$ cat src/rtl/adder_16bit.sv
// adder_16bit: 16-bit add with carry-in. Outputs are registered carry-out and signed-overflow flags.
// Latency: 1 cycle from operands to registered sum/cout/overflow; throughput 1 op per cycle.
// Backpressure: none; new operands are accepted on every rising clk edge.
//
// Ports:
//    clk      - system clock, state updates on rising edge
//    rst      - asynchronous active-high reset, clears all outputs immediately
//    a, b     - 16-bit operands (unsigned or two's complement)
//    cin      - carry-in added at bit 0
//    sum      - registered {a+b+cin}[15:0]
//    cout     - registered carry out of bit 15 (unsigned wrap)
//    overflow - registered signed-overflow flag (two's-complement wrap)

// Single-bit full-adder cell; the ripple chain below is built from 16 of these.
module adder_16bit_fa (
   input  logic a,
   input  logic b,
   input  logic ci,
   output logic s,
   output logic co
);

   assign s  = a ^ b ^ ci;
   assign co = (a & b) | (a & ci) | (b & ci);

endmodule

module adder_16bit #(
   parameter int WIDTH = 16
) (
   input  logic             clk,
   input  logic             rst,
   input  logic [WIDTH-1:0] a,
   input  logic [WIDTH-1:0] b,
   input  logic             cin,
   output logic [WIDTH-1:0] sum,
   output logic             cout,
   output logic             overflow
);

   // c[i] is the carry into bit i; c[WIDTH] is the carry out of the MSB.
   logic [WIDTH:0]   c;
   logic [WIDTH-1:0] s;
   logic             cout_next;
   logic             overflow_next;

   assign c[0] = cin;

   for (genvar i = 0; i < WIDTH; i++) begin : g_ripple
      adder_16bit_fa u_fa (
         .a  (a[i]),
         .b  (b[i]),
         .ci (c[i]),
         .s  (s[i]),
         .co (c[i+1])
      );
   end

   assign cout_next = c[WIDTH];

   // Signed overflow: both operands share a sign but the result sign differs.
   // This equals c[WIDTH] ^ c[WIDTH-1]; the sign-compare form is used because
   // it does not depend on the internal carry into the MSB.
   assign overflow_next = (a[WIDTH-1] == b[WIDTH-1]) && (s[WIDTH-1] != a[WIDTH-1]);

   always_ff @(posedge clk or posedge rst) begin
      if (rst) begin
         sum      <= '0;
         cout     <= 1'b0;
         overflow <= 1'b0;
      end else begin
         sum      <= s;
         cout     <= cout_next;
         overflow <= overflow_next;
      end
   end

endmodule

$ cat config.mk
export PLATFORM = sky130hd
export DESIGN_NAME = adder_16bit
export DESIGN_NICKNAME = d
export VERILOG_FILES = /design/src/rtl/adder_16bit.sv
export SDC_FILE = /design/constraint.sdc
export NUM_CORES = 1
export LEC_CHECK = 0
export ABC_CLOCK_PERIOD_IN_PS = 800
export BUFFER_PORTS_ARGS = -buffer_cell sky130_fd_sc_hd__buf_2
export CELL_PAD_IN_SITES_DETAIL_PLACEMENT = 1
export CELL_PAD_IN_SITES_GLOBAL_PLACEMENT = 1
export CORE_MARGIN = 3
export CORE_UTILIZATION = 34
export CTS_CLUSTER_DIAMETER = 100
export CTS_CLUSTER_SIZE = 10
export DETAILED_ROUTE_END_ITERATION = 8
export GPL_ROUTABILITY_DRIVEN = 0
export HOLD_SLACK_MARGIN = 0.05
export PLACE_DENSITY = 0.89
export SETUP_SLACK_MARGIN = 0.5
export SLEW_MARGIN = 15
export SYNTH_ARGS = -nofsm -noshare
export SYNTH_HDL_FRONTEND = slang
export SYNTH_SLANG_ARGS = --single-unit
$ cat constraint.sdc
create_clock -name clk -period 0.8 [get_ports clk]
set_input_delay 0.16 -clock clk [delete_from_list [all_inputs] [get_ports clk]]
set_output_delay 0.16 -clock clk [all_outputs]
set_load 0.02 [all_outputs]
==> results of run 1 <==
critical path, cell delays in order:
cell and delay [ns]:
sky130_fd_sc_hd__buf_2 0.10, sky130_fd_sc_hd__inv_2 0.05, sky130_fd_sc_hd__fa_2 0.18, sky130_fd_sc_hd__inv_2 0.04
sky130_fd_sc_hd__fa_2 0.33, sky130_fd_sc_hd__fa_2 0.35, sky130_fd_sc_hd__fa_2 0.35, sky130_fd_sc_hd__fa_2 0.36
sky130_fd_sc_hd__fa_2 0.35, sky130_fd_sc_hd__fa_2 0.35, sky130_fd_sc_hd__fa_2 0.34, sky130_fd_sc_hd__fa_2 0.34
sky130_fd_sc_hd__fa_2 0.35, sky130_fd_sc_hd__fa_2 0.35, sky130_fd_sc_hd__fa_2 0.34, sky130_fd_sc_hd__fa_2 0.34
sky130_fd_sc_hd__fa_2 0.35, sky130_fd_sc_hd__fa_2 0.34, sky130_fd_sc_hd__inv_2 0.07, sky130_fd_sc_hd__fa_2 0.44
sky130_fd_sc_hd__xor2_1 0.14, sky130_fd_sc_hd__nor2_1 0.05
how the worst max path moves through the flow:
stage	startpoint	to	slack [ns]	cells past startpoint
floorplan	a[0]	overflow$_DFF_PP0_	-5.11	21
global placement	a[0]	overflow$_DFF_PP0_	-5.38	22
detailed placement	a[0]	overflow$_DFF_PP0_	-5.48	22
CTS	a[0]	overflow$_DFF_PP0_	-5.11	22
global route	cin	overflow$_DFF_PP0_	-5.20	22
finish	cin	overflow$_DFF_PP0_	-5.09	22
cell families (layout without fill, tap and decap cells):
logic type,after synthesis,count (layout),synth area share (%)
buffers and inverters,11,69,4.933
xor gates and xnor gates,1,1,1.047
adders and majority gates,17,17,39.76
and+or+nand+nor,1,1,0.4480
DFF,18,18,53.81
cells in the mapped netlist:
library cell              instances
sky130_fd_sc_hd__dfrtp_1         18
sky130_fd_sc_hd__fa_1            16
sky130_fd_sc_hd__inv_1           11
sky130_fd_sc_hd__ha_1             1
sky130_fd_sc_hd__nor2_1           1
sky130_fd_sc_hd__xor2_1           1
sequential cells by signal, summed over array words and instances, names as in the netlist:
name      flops
cout          1
sum          16
overflow      1
cell type report:
type	count	area share, %
repair buffers	54	29.67
well taps	28	2.541
multi-input cells	19	27.95
clock buffers	4	2.632
inverters	11	4.537
flip-flops and latches	18	32.67
metal layers:
layer	up-vias	global-route usage, %	wire (um)
met3	2	4.872	167
li1	250	-	-
met2	30	28.72	1175
met1	287	12.33	482
met5	-	0	0
met4	0	6.250	10
power by group through the flow:
stage               sequential (mW)  clock, mW  combinational [mW]
floorplan                      1.38          0               0.195
global placement               1.13          0               0.776
detailed placement             1.14          0               0.827
CTS                            1.17      0.566                1.04
global route                   1.19      0.631                1.11
finish                         1.17      0.539                1.02
through the flow:
stage                     std cells  hold WS, ns  TNS, ns  utilization, %
after global placement          130       0.1638   -52.35           53.00
final                           134      -0.1536   -49.64           60.58
after floorplan                  48  -0.00003689   -48.19               -
after CTS                       134      -0.1533   -50.00           60.25
after global routing            134      -0.1486   -51.36           60.58
after detailed placement        130       0.1684   -53.26           53.00
repair_timing:
item / CTS / global route
resized for setup: 41 / 3
endpoints found under the hold margin: 18 / 18
buffers inserted: 0 / 0
endpoints found under the setup margin: 36 / 36
==> flow_summary.json, run 1 <==
{
  "run_status": "finished with violations",
  "failed_checks": "negative hold slack, negative setup slack",
  "final_antenna_net_count": 0,
  "synth.lib_cells_used.distinct": 6,
  "cts_made_buffers": 3,
  "top_level_ports": 53,
  "syn_to_final_growth_pct": 64.72,
  "mostFrequentLayoutCells": "sky130_fd_sc_hd__buf_2 (32), sky130_fd_sc_hd__buf_6 (19), sky130_fd_sc_hd__dfrtp_1 (18)",
  "grt_use_total_pct": 14.34,
  "cap_viol_max_count": 0,
  "endpoint_class_of_the_critical_path": "flop",
  "drtIter0Drc": 2,
  "detail_route.wl_per_cell_um": 13.69,
  "place_ws_ns": -5.479,
  "drt-pass1-iter-count": 3,
  "internal_power_mw": 1.888,
  "seq_area_frac_synth_pct": 53.81,
  "dr_total_vias": 569,
  "max_slew.worst_pin.slew_ns": 0.3739,
  "route.detailed.vias_per_inst": 4.246,
  "final_net_count": 159,
  "hold-worst-slack_ns": -0.1536,
  "cts_htree_levels": 1,
  "number_of_antenna_violations_at_the_first_check_in_global_routing": 0,
  "min_period_ns": 5.892,
  "cts_root_buffer": "sky130_fd_sc_hd__clkbuf_4",
  "die_h_um": 55.62,
  "syn-mean-instance-area_um2": 17.44,
  "power.combinational.fraction_pct": 37.4,
  "globalRoute.totalOverflow": 0,
  "routed_wirelength_um": 1835,
  "core.rowCount": 17,
  "crit_fanout": 2,
  "placed_cell_area_um2": 1206,
  "critPathKind": "in -> reg",
  "total_switching_power_uw": 834.9,
  "p_seq_share_pct": 42.8,
  "layout-drive-gt1-share_pct": 76.42,
  "critical_path_arrival_ns": 6.07,
  "min_period_over_period_pct": 736.5,
  "ys_seq_elements": 18,
  "die-area_um2": 3093,
  "report.final.setup_viol": 35,
  "antennaDiodeCount": 0,
  "final_cell_area_um2": 1379,
  "pwr-share-clk_pct": 19.8,
  "start_util_pct": 36.78,
  "multi_input_comb_area_um2": 385.4,
  "finalWorstSetupSlack_ns": -5.092,
  "mostFrequentLayoutCell": "sky130_fd_sc_hd__buf_2",
  "setup.worst_path.start_class": "input pin",
  "max-vdd-ir-drop_mv": 0.9509,
  "clock_tree.buffer_depth": 2,
  "tritoncts_num_sinks": 18,
  "drc_errors": 0,
  "p_sw_share_pct": 30.66,
  "worst-endpoint-required_ns": 0.98,
  "synthTopCellsByArea": "sky130_fd_sc_hd__dfrtp_1 (54%), sky130_fd_sc_hd__fa_1 (38%), sky130_fd_sc_hd__inv_1 (4.9%), sky130_fd_sc_hd__ha_1 (1.5%), sky130_fd_sc_hd__xor2_1 (1.0%)",
  "power_total_mw": 2.723,
  "maxSlewHeadroom_pct": 75.02,
  "grt_start_max_net_pins": 19,
  "dpl.hpwl_um": 1656,
  "vias_in_the_first_global_route": 742,
  "regArea_um2": 450.4,
  "clk_pin_slew_ns": 0.10,
  "final.fill_count": 231,
  "power-per-cell-area_nw_per_um2": 1975,
  "die_width_um": 55.62,
  "cells_after_synth": 48,
  "hp-class": "in -> async",
  "p_leak_nw": 0.6598,
  "slew_viol_final": 0,
  "yosys_warnings": 0,
  "tritoncts": "done",
  "place.port_buffers": 52,
  "syn_area_um2": 837.1,
  "netlist.area_leader.share_pct": 53.81,
  "yosys.area.top_type": "sky130_fd_sc_hd__dfrtp_1",
  "fmax_ghz": 0.1697,
  "finalHoldViolCount": 18,
  "postSynthNetCount": 100,
  "grt_setup_unrepaired": "true",
  "coreArea_um2": 2276,
  "first_pass_grt_wire_length_um": 3270
}
Power figures use the tool's default switching activity.
==> run 2: changes to the inputs <==
--- a/config.mk
+++ b/config.mk
@@ -5,6 +5,7 @@
 export SDC_FILE = /design/constraint.sdc
 export NUM_CORES = 1
 export LEC_CHECK = 0
+export ABC_AREA = 1
 export ABC_CLOCK_PERIOD_IN_PS = 800
 export BUFFER_PORTS_ARGS = -buffer_cell sky130_fd_sc_hd__buf_2
 export CELL_PAD_IN_SITES_DETAIL_PLACEMENT = 1
==> flow_summary.json, run 2 <==
{
  "tritoncts_num_sinks": 18,
  "antennaDiodeCount": 0,
  "yosys_warnings": 0,
  "p_leak_nw": 0.6703,
  "finalWorstSetupSlack_ns": -5.146,
  "seq_area_frac_synth_pct": 53.41,
  "die_h_um": 55.80,
  "min_period_ns": 5.946,
  "finalHoldViolCount": 18,
  "min_period_over_period_pct": 743.2,
  "grt_setup_unrepaired": "true",
  "core.rowCount": 17,
  "cells_after_synth": 51,
  "critical_path_arrival_ns": 6.13,
  "drc_errors": 0,
  "first_pass_grt_wire_length_um": 3401,
  "drtIter0Drc": 0,
  "slew_viol_final": 0,
  "start_util_pct": 37.05,
  "cts_made_buffers": 3,
  "detail_route.wl_per_cell_um": 14.31,
  "yosys-top-cells-count": "sky130_fd_sc_hd__dfrtp_1 (18), sky130_fd_sc_hd__fa_1 (16), sky130_fd_sc_hd__inv_1 (11), sky130_fd_sc_hd__nand2_1 (2), sky130_fd_sc_hd__nor2_1 (2)",
  "yosys.area.top_type": "sky130_fd_sc_hd__dfrtp_1",
  "grt_start_max_net_pins": 19,
  "routed_wirelength_um": 1961,
  "final.fill_count": 232,
  "regMostFlops": "sum",
  "flip_flop_count_of_the_largest_register_after_layout": 16,
  "syn_area_um2": 843.3,
  "top_regs": "sum x16, cout x1, overflow x1",
  "place.port_buffers": 52,
  "endpoint_class_of_the_critical_path": "flop",
  "syn_to_final_growth_pct": 64.69,
  "number_of_antenna_violations_at_the_first_check_in_global_routing": 0,
  "setup.worst_path.start_class": "input pin",
  "crit_fanout": 3,
  "die-area_um2": 3114,
  "top_level_ports": 53,
  "hp-class": "in -> async",
  "die_width_um": 55.80,
  "coreArea_um2": 2276,
  "clock_tree.buffer_depth": 2,
  "power-per-cell-area_nw_per_um2": 1972,
  "report.final.setup_viol": 35,
  "ys_async_rst_share_pct": 100.0,
  "globalRoute.totalOverflow": 0,
  "maxSlewHeadroom_pct": 73.86,
  "synth-edff-count": 0,
  "tritoncts": "done",
  "syn-mean-instance-area_um2": 16.54,
  "mostFrequentLayoutCell": "sky130_fd_sc_hd__buf_2",
  "synthTopCellsByArea": "sky130_fd_sc_hd__dfrtp_1 (53%), sky130_fd_sc_hd__fa_1 (38%), sky130_fd_sc_hd__inv_1 (4.9%), sky130_fd_sc_hd__ha_1 (1.5%), sky130_fd_sc_hd__nand2_1 (0.89%)",
  "place_ws_ns": -5.519,
  "most_common_cell_in_the_synthesized_netlist": "sky130_fd_sc_hd__dfrtp_1",
  "worst-endpoint-required_ns": 0.98,
  "vias_in_the_first_global_route": 770,
  "postSynthNetCount": 103,
  "max_slew.worst_pin.slew_ns": 0.3913,
  "ys_seq_elements": 18,
  "hold-worst-slack_ns": -0.1498,
  "final_antenna_net_count": 0,
  "critPathKind": "in -> reg",
  "final_net_count": 162,
  "cts_htree_levels": 1,
  "fmax_ghz": 0.1682,
  "grt_use_total_pct": 14.41,
  "power_total_mw": 2.739,
  "cap_viol_max_count": 0,
  "met3_usage_pct": 4.408,
  "route.detailed.vias_per_inst": 4.241,
  "drt-pass1-iter-count": 1,
  "clk_pin_slew_ns": 0.10,
  "netlist.area_leader.share_pct": 53.41,
  "synth-main-ff-cell": "sky130_fd_sc_hd__dfrtp_1",
  "max-vdd-ir-drop_mv": 1.143,
  "layout-drive-gt1-share_pct": 74.31,
  "synth.lib_cells_used.distinct": 7,
  "cts_root_buffer": "sky130_fd_sc_hd__clkbuf_4",
  "mostFrequentLayoutCells": "sky130_fd_sc_hd__buf_2 (31), sky130_fd_sc_hd__buf_6 (20), sky130_fd_sc_hd__dfrtp_1 (18)",
  "failed_checks": "negative hold slack, negative setup slack",
  "busiest_layer": "met2",
  "dr_total_vias": 581,
  "gr-usage-met2_pct": 28.21,
  "run_status": "finished with violations",
  "grtUsageMet1_pct": 14.70,
  "dpl.hpwl_um": 1728
}
## run 2: final cells by class
| class | instances | area, um2 | share of cell area (%) |
|---|---|---|---|
| well taps | 28 | 35.03 | 2.523 |
| clock buffers | 4 | 36.28 | 2.613 |
| repair buffers | 54 | 415.4 | 29.91 |
| multi-input cells | 21 | 385.4 | 27.75 |
| flip-flops and latches | 18 | 450.4 | 32.43 |
| inverters | 12 | 66.31 | 4.775 |
## run 2: metrics by stage
step / TNS (ns) / cell area, um2 / cells / util, % / hold WS [ns]
floorplan: -48.63 / 902.1 / 51 / - / -0.00003689
detailed placement: -53.70 / 1212 / 133 / 53.27 / 0.1769
global placement: -52.94 / 1212 / 133 / 53.27 / 0.1684
finish: -50.20 / 1389 / 137 / 61.02 / -0.1498
global route: -51.86 / 1389 / 137 / 61.02 / -0.1307
CTS: -50.55 / 1384 / 137 / 60.80 / -0.1471
## run 2: path summary, 6_finish.rpt
check,from,endpoint
worst max-delay path,a[0],overflow$_DFF_PP0_
worst min-delay path,rst,sum[11]$_DFF_PP0_
max in group asynchronous,rst,sum[1]$_DFF_PP0_
min in group clk,b[8],sum[8]$_DFF_PP0_
## run 2: report_power, final
part	leakage [nW]	internal [mW]	switching, mW
Combinational	0.438	0.528	0.498
Sequential	0.211	1.08	0.0850
Clock	0.0210	0.277	0.272
Total	0.670	1.89	0.854
## run 2: kinds of logic (layout without fill, tap and decap cells)
group         Yosys count  after routing  synth area share [%]
flops                  18             18                 53.41
simple gates            4              4                 1.781
buf+inv                12             70                 5.341
fa+ha+maj              17             17                 39.47
## run 2: worst max-delay path: stages
cell                      delay (ns)
sky130_fd_sc_hd__buf_12         0.11
sky130_fd_sc_hd__inv_12         0.04
sky130_fd_sc_hd__fa_2           0.18
sky130_fd_sc_hd__inv_2          0.04
sky130_fd_sc_hd__fa_2           0.34
sky130_fd_sc_hd__fa_2           0.37
sky130_fd_sc_hd__fa_2           0.35
sky130_fd_sc_hd__fa_2           0.36
sky130_fd_sc_hd__fa_2           0.35
sky130_fd_sc_hd__fa_2           0.35
sky130_fd_sc_hd__fa_2           0.35
sky130_fd_sc_hd__fa_2           0.35
sky130_fd_sc_hd__fa_2           0.35
sky130_fd_sc_hd__fa_2           0.34
sky130_fd_sc_hd__fa_2           0.34
sky130_fd_sc_hd__fa_2           0.35
sky130_fd_sc_hd__fa_2           0.35
sky130_fd_sc_hd__fa_2           0.34
sky130_fd_sc_hd__inv_2          0.06
sky130_fd_sc_hd__fa_1           0.42
sky130_fd_sc_hd__inv_2          0.08
sky130_fd_sc_hd__nand2_1        0.05
sky130_fd_sc_hd__nand2_1        0.05
sky130_fd_sc_hd__nor2_1         0.04
## run 2: timing repair
action,in CTS,in global routing
resized for setup,42,2
hold endpoints to repair,18,18
endpoints found under the setup margin,36,36
setup buffers,0,0
## run 2: per-layer routing
metal	vias up	wire length, um	share of wire, %
met5	-	0	0
met4	0	10	0.51
met1	291	611	31
met3	2	167	8.5
li1	257	-	-
met2	31	1172	60
==> run 3: changes to the inputs <==
--- a/config.mk
+++ b/config.mk
@@ -5,19 +5,19 @@
 export SDC_FILE = /design/constraint.sdc
 export NUM_CORES = 1
 export LEC_CHECK = 0
-export ABC_AREA = 1
-export ABC_CLOCK_PERIOD_IN_PS = 800
+export ABC_AREA = 0
+export ABC_CLOCK_PERIOD_IN_PS = 6670
 export BUFFER_PORTS_ARGS = -buffer_cell sky130_fd_sc_hd__buf_2
 export CELL_PAD_IN_SITES_DETAIL_PLACEMENT = 1
 export CELL_PAD_IN_SITES_GLOBAL_PLACEMENT = 1
 export CORE_MARGIN = 3
-export CORE_UTILIZATION = 34
+export CORE_UTILIZATION = 31
 export CTS_CLUSTER_DIAMETER = 100
 export CTS_CLUSTER_SIZE = 10
 export DETAILED_ROUTE_END_ITERATION = 8
 export GPL_ROUTABILITY_DRIVEN = 0
 export HOLD_SLACK_MARGIN = 0.05
-export PLACE_DENSITY = 0.89
+export PLACE_DENSITY = 0.83
 export SETUP_SLACK_MARGIN = 0.5
 export SLEW_MARGIN = 15
 export SYNTH_ARGS = -nofsm -noshare
==> constraint.sdc (replaced) <==
create_clock -name clk -period 6.67 [get_ports clk]
set_input_delay 1.334 -clock clk [delete_from_list [all_inputs] [get_ports clk]]
set_output_delay 1.334 -clock clk [all_outputs]
set_load 0.02 [all_outputs]
==> flow_summary.json, run 3 (synthesis results as in run 1) <==
{
  "p_leak_nw": 0.6089,
  "coreArea_um2": 2522,
  "clk_pin_slew_ns": 0.10,
  "start_util_pct": 33.18,
  "slew_viol_final": 0,
  "run_status": "finished with violations",
  "clock_tree.buffer_depth": 2,
  "min_period_over_period_pct": 105.8,
  "max-vdd-ir-drop_mv": 0.1112,
  "dr_total_vias": 549,
  "layout-drive-gt1-share_pct": 74.76,
  "drc_errors": 0,
  "route.detailed.vias_per_inst": 4.128,
  "crit_fanout": 2,
  "cts_root_buffer": "sky130_fd_sc_hd__clkbuf_4",
  "failed_checks": "negative setup slack",
  "drt-met1-wl_um": 550,
  "top_level_ports": 53,
  "cap_viol_max_count": 0,
  "worst-endpoint-required_ns": 6.89,
  "fin_cells": 133,
  "maxSlewHeadroom_pct": 55.77,
  "grt_setup_unrepaired": "true",
  "detail_route.wl_per_cell_um": 13.21,
  "post_cts_hold_buffer_count": 0,
  "met3_wirelength_um": 187,
  "die_width_um": 57.97,
  "finalHoldViolCount": 0,
  "grt_start_max_net_pins": 19,
  "mostFrequentLayoutCell": "sky130_fd_sc_hd__buf_2",
  "syn_to_final_growth_pct": 47.09,
  "number_of_antenna_violations_at_the_first_check_in_global_routing": 0,
  "power-per-cell-area_nw_per_um2": 228.6,
  "critical_path_arrival_ns": 7.28,
  "tritoncts": "done",
  "finish.utilization_pct": 48.81,
  "vias_in_the_first_global_route": 675,
  "drtIter0Drc": 3,
  "finalWorstSetupSlack_ns": -0.3867,
  "tritoncts_num_sinks": 18,
  "dp_cells": 130,
  "min_period_ns": 7.057,
  "mostFrequentLayoutCells": "sky130_fd_sc_hd__buf_2 (50), sky130_fd_sc_hd__dfrtp_1 (18), sky130_fd_sc_hd__fa_2 (16)",
  "final.fill_count": 284,
  "final_antenna_net_count": 0,
  "top_regs": "sum x16, cout x1, overflow x1",
  "endpoint_class_of_the_critical_path": "flop",
  "report.final.setup_viol": 2,
  "final_net_count": 157,
  "max_slew.worst_pin.slew_ns": 0.6628,
  "topRoutingLayerUsed": "met4",
  "cts_htree_levels": 1,
  "first_pass_grt_wire_length_um": 2904,
  "grt_use_total_pct": 11.89,
  "flip_flop_count_of_the_largest_register_after_layout": 16,
  "hp-class": "in -> async",
  "antennaDiodeCount": 0,
  "setup.worst_path.start_class": "input pin",
  "fmax_ghz": 0.1417,
  "die-area_um2": 3360,
  "drt-pass1-iter-count": 2,
  "core.rowCount": 18,
  "routed_wirelength_um": 1757,
  "die_h_um": 57.97,
  "regMostFlops": "sum",
  "dr_wl_met2_um": 1009,
  "place.port_buffers": 52,
  "cts_made_buffers": 3,
  "critPathKind": "in -> reg",
  "dpl.hpwl_um": 1585,
  "globalRoute.totalOverflow": 0
}
run 3: cell count changes in the layout (fill, tap and decap cells not counted), moves of 2 or more:
cell / before / now
sky130_fd_sc_hd__buf_4: 2 / 0
sky130_fd_sc_hd__buf_6: 20 / 1
sky130_fd_sc_hd__buf_2: 31 / 50
sky130_fd_sc_hd__nand2_1: 2 / 0
run 3: per-stage QoR:
stage	TNS, ns	power, mW	worst slack, ns	area [um2]	hold slack, ns
final	-0.6029	0.2814	-0.3867	1231	1.130
after global routing	-0.9612	0.3037	-0.5519	1231	1.175
after CTS	-0.6549	0.2873	-0.4122	1229	1.164
after detailed placement	-1.907	0.2344	-0.7681	1190	1.481
after global placement	-1.623	0.2295	-0.6936	1190	1.460
after floorplan	-0.6580	0.1883	-0.4163	892.1	1.273
run 3: cell type report:
type	instances	area (um2)	share of cell area [%]
Timing Repair Buffer	52	276.5	22.46
Sequential cell	18	450.4	36.59
Tap cell	30	37.54	3.049
Clock buffer	3	22.52	1.829
Multi-Input combinational cell	19	385.4	31.30
Inverter	11	58.81	4.776
run 3: worst paths after layout:
path                       startpoint                  to  cells after the start
worst min-delay path              rst    sum[5]$_DFF_PP0_                      2
max in group asynchronous         rst      cout$_DFF_PP0_                      2
worst max-delay path             a[0]  overflow$_DFF_PP0_                     22
min in group clk                b[15]  overflow$_DFF_PP0_                      3
run 3: timing repair:
item                       in CTS  in global routing
gates resized for setup         5                  2
setup endpoints to repair       5                  5
buffers inserted                0                  0
gates cloned                    0                  0
run 3: layer usage:
layer	track usage, %	vias up
met4	4.967	0
met3	4.009	2
met5	0	-
met2	21.77	28
met1	12.26	275
li1	-	244
run 3: worst max-delay path, cell delays in order:
cell and delay (ns):
sky130_fd_sc_hd__buf_8 0.11, sky130_fd_sc_hd__inv_12 0.04, sky130_fd_sc_hd__fa_2 0.19, sky130_fd_sc_hd__inv_2 0.04, sky130_fd_sc_hd__fa_2 0.33, sky130_fd_sc_hd__fa_2 0.34
sky130_fd_sc_hd__fa_2 0.35, sky130_fd_sc_hd__fa_2 0.36, sky130_fd_sc_hd__fa_2 0.36, sky130_fd_sc_hd__fa_2 0.35, sky130_fd_sc_hd__fa_2 0.35, sky130_fd_sc_hd__fa_2 0.35
sky130_fd_sc_hd__fa_2 0.34, sky130_fd_sc_hd__fa_2 0.34, sky130_fd_sc_hd__fa_2 0.34, sky130_fd_sc_hd__fa_2 0.35, sky130_fd_sc_hd__fa_2 0.35, sky130_fd_sc_hd__fa_2 0.34
sky130_fd_sc_hd__inv_2 0.06, sky130_fd_sc_hd__fa_2 0.43, sky130_fd_sc_hd__xor2_1 0.15, sky130_fd_sc_hd__nor2_1 0.08
run 3: where the power goes:
part / internal (mW) / switching, mW / total, mW
Clock: 0.0209 / 0.0309 / 0.0519
Combinational: 0.0376 / 0.0577 / 0.0953
Sequential: 0.129 / 0.00484 / 0.134
Total: 0.188 / 0.0935 / 0.281
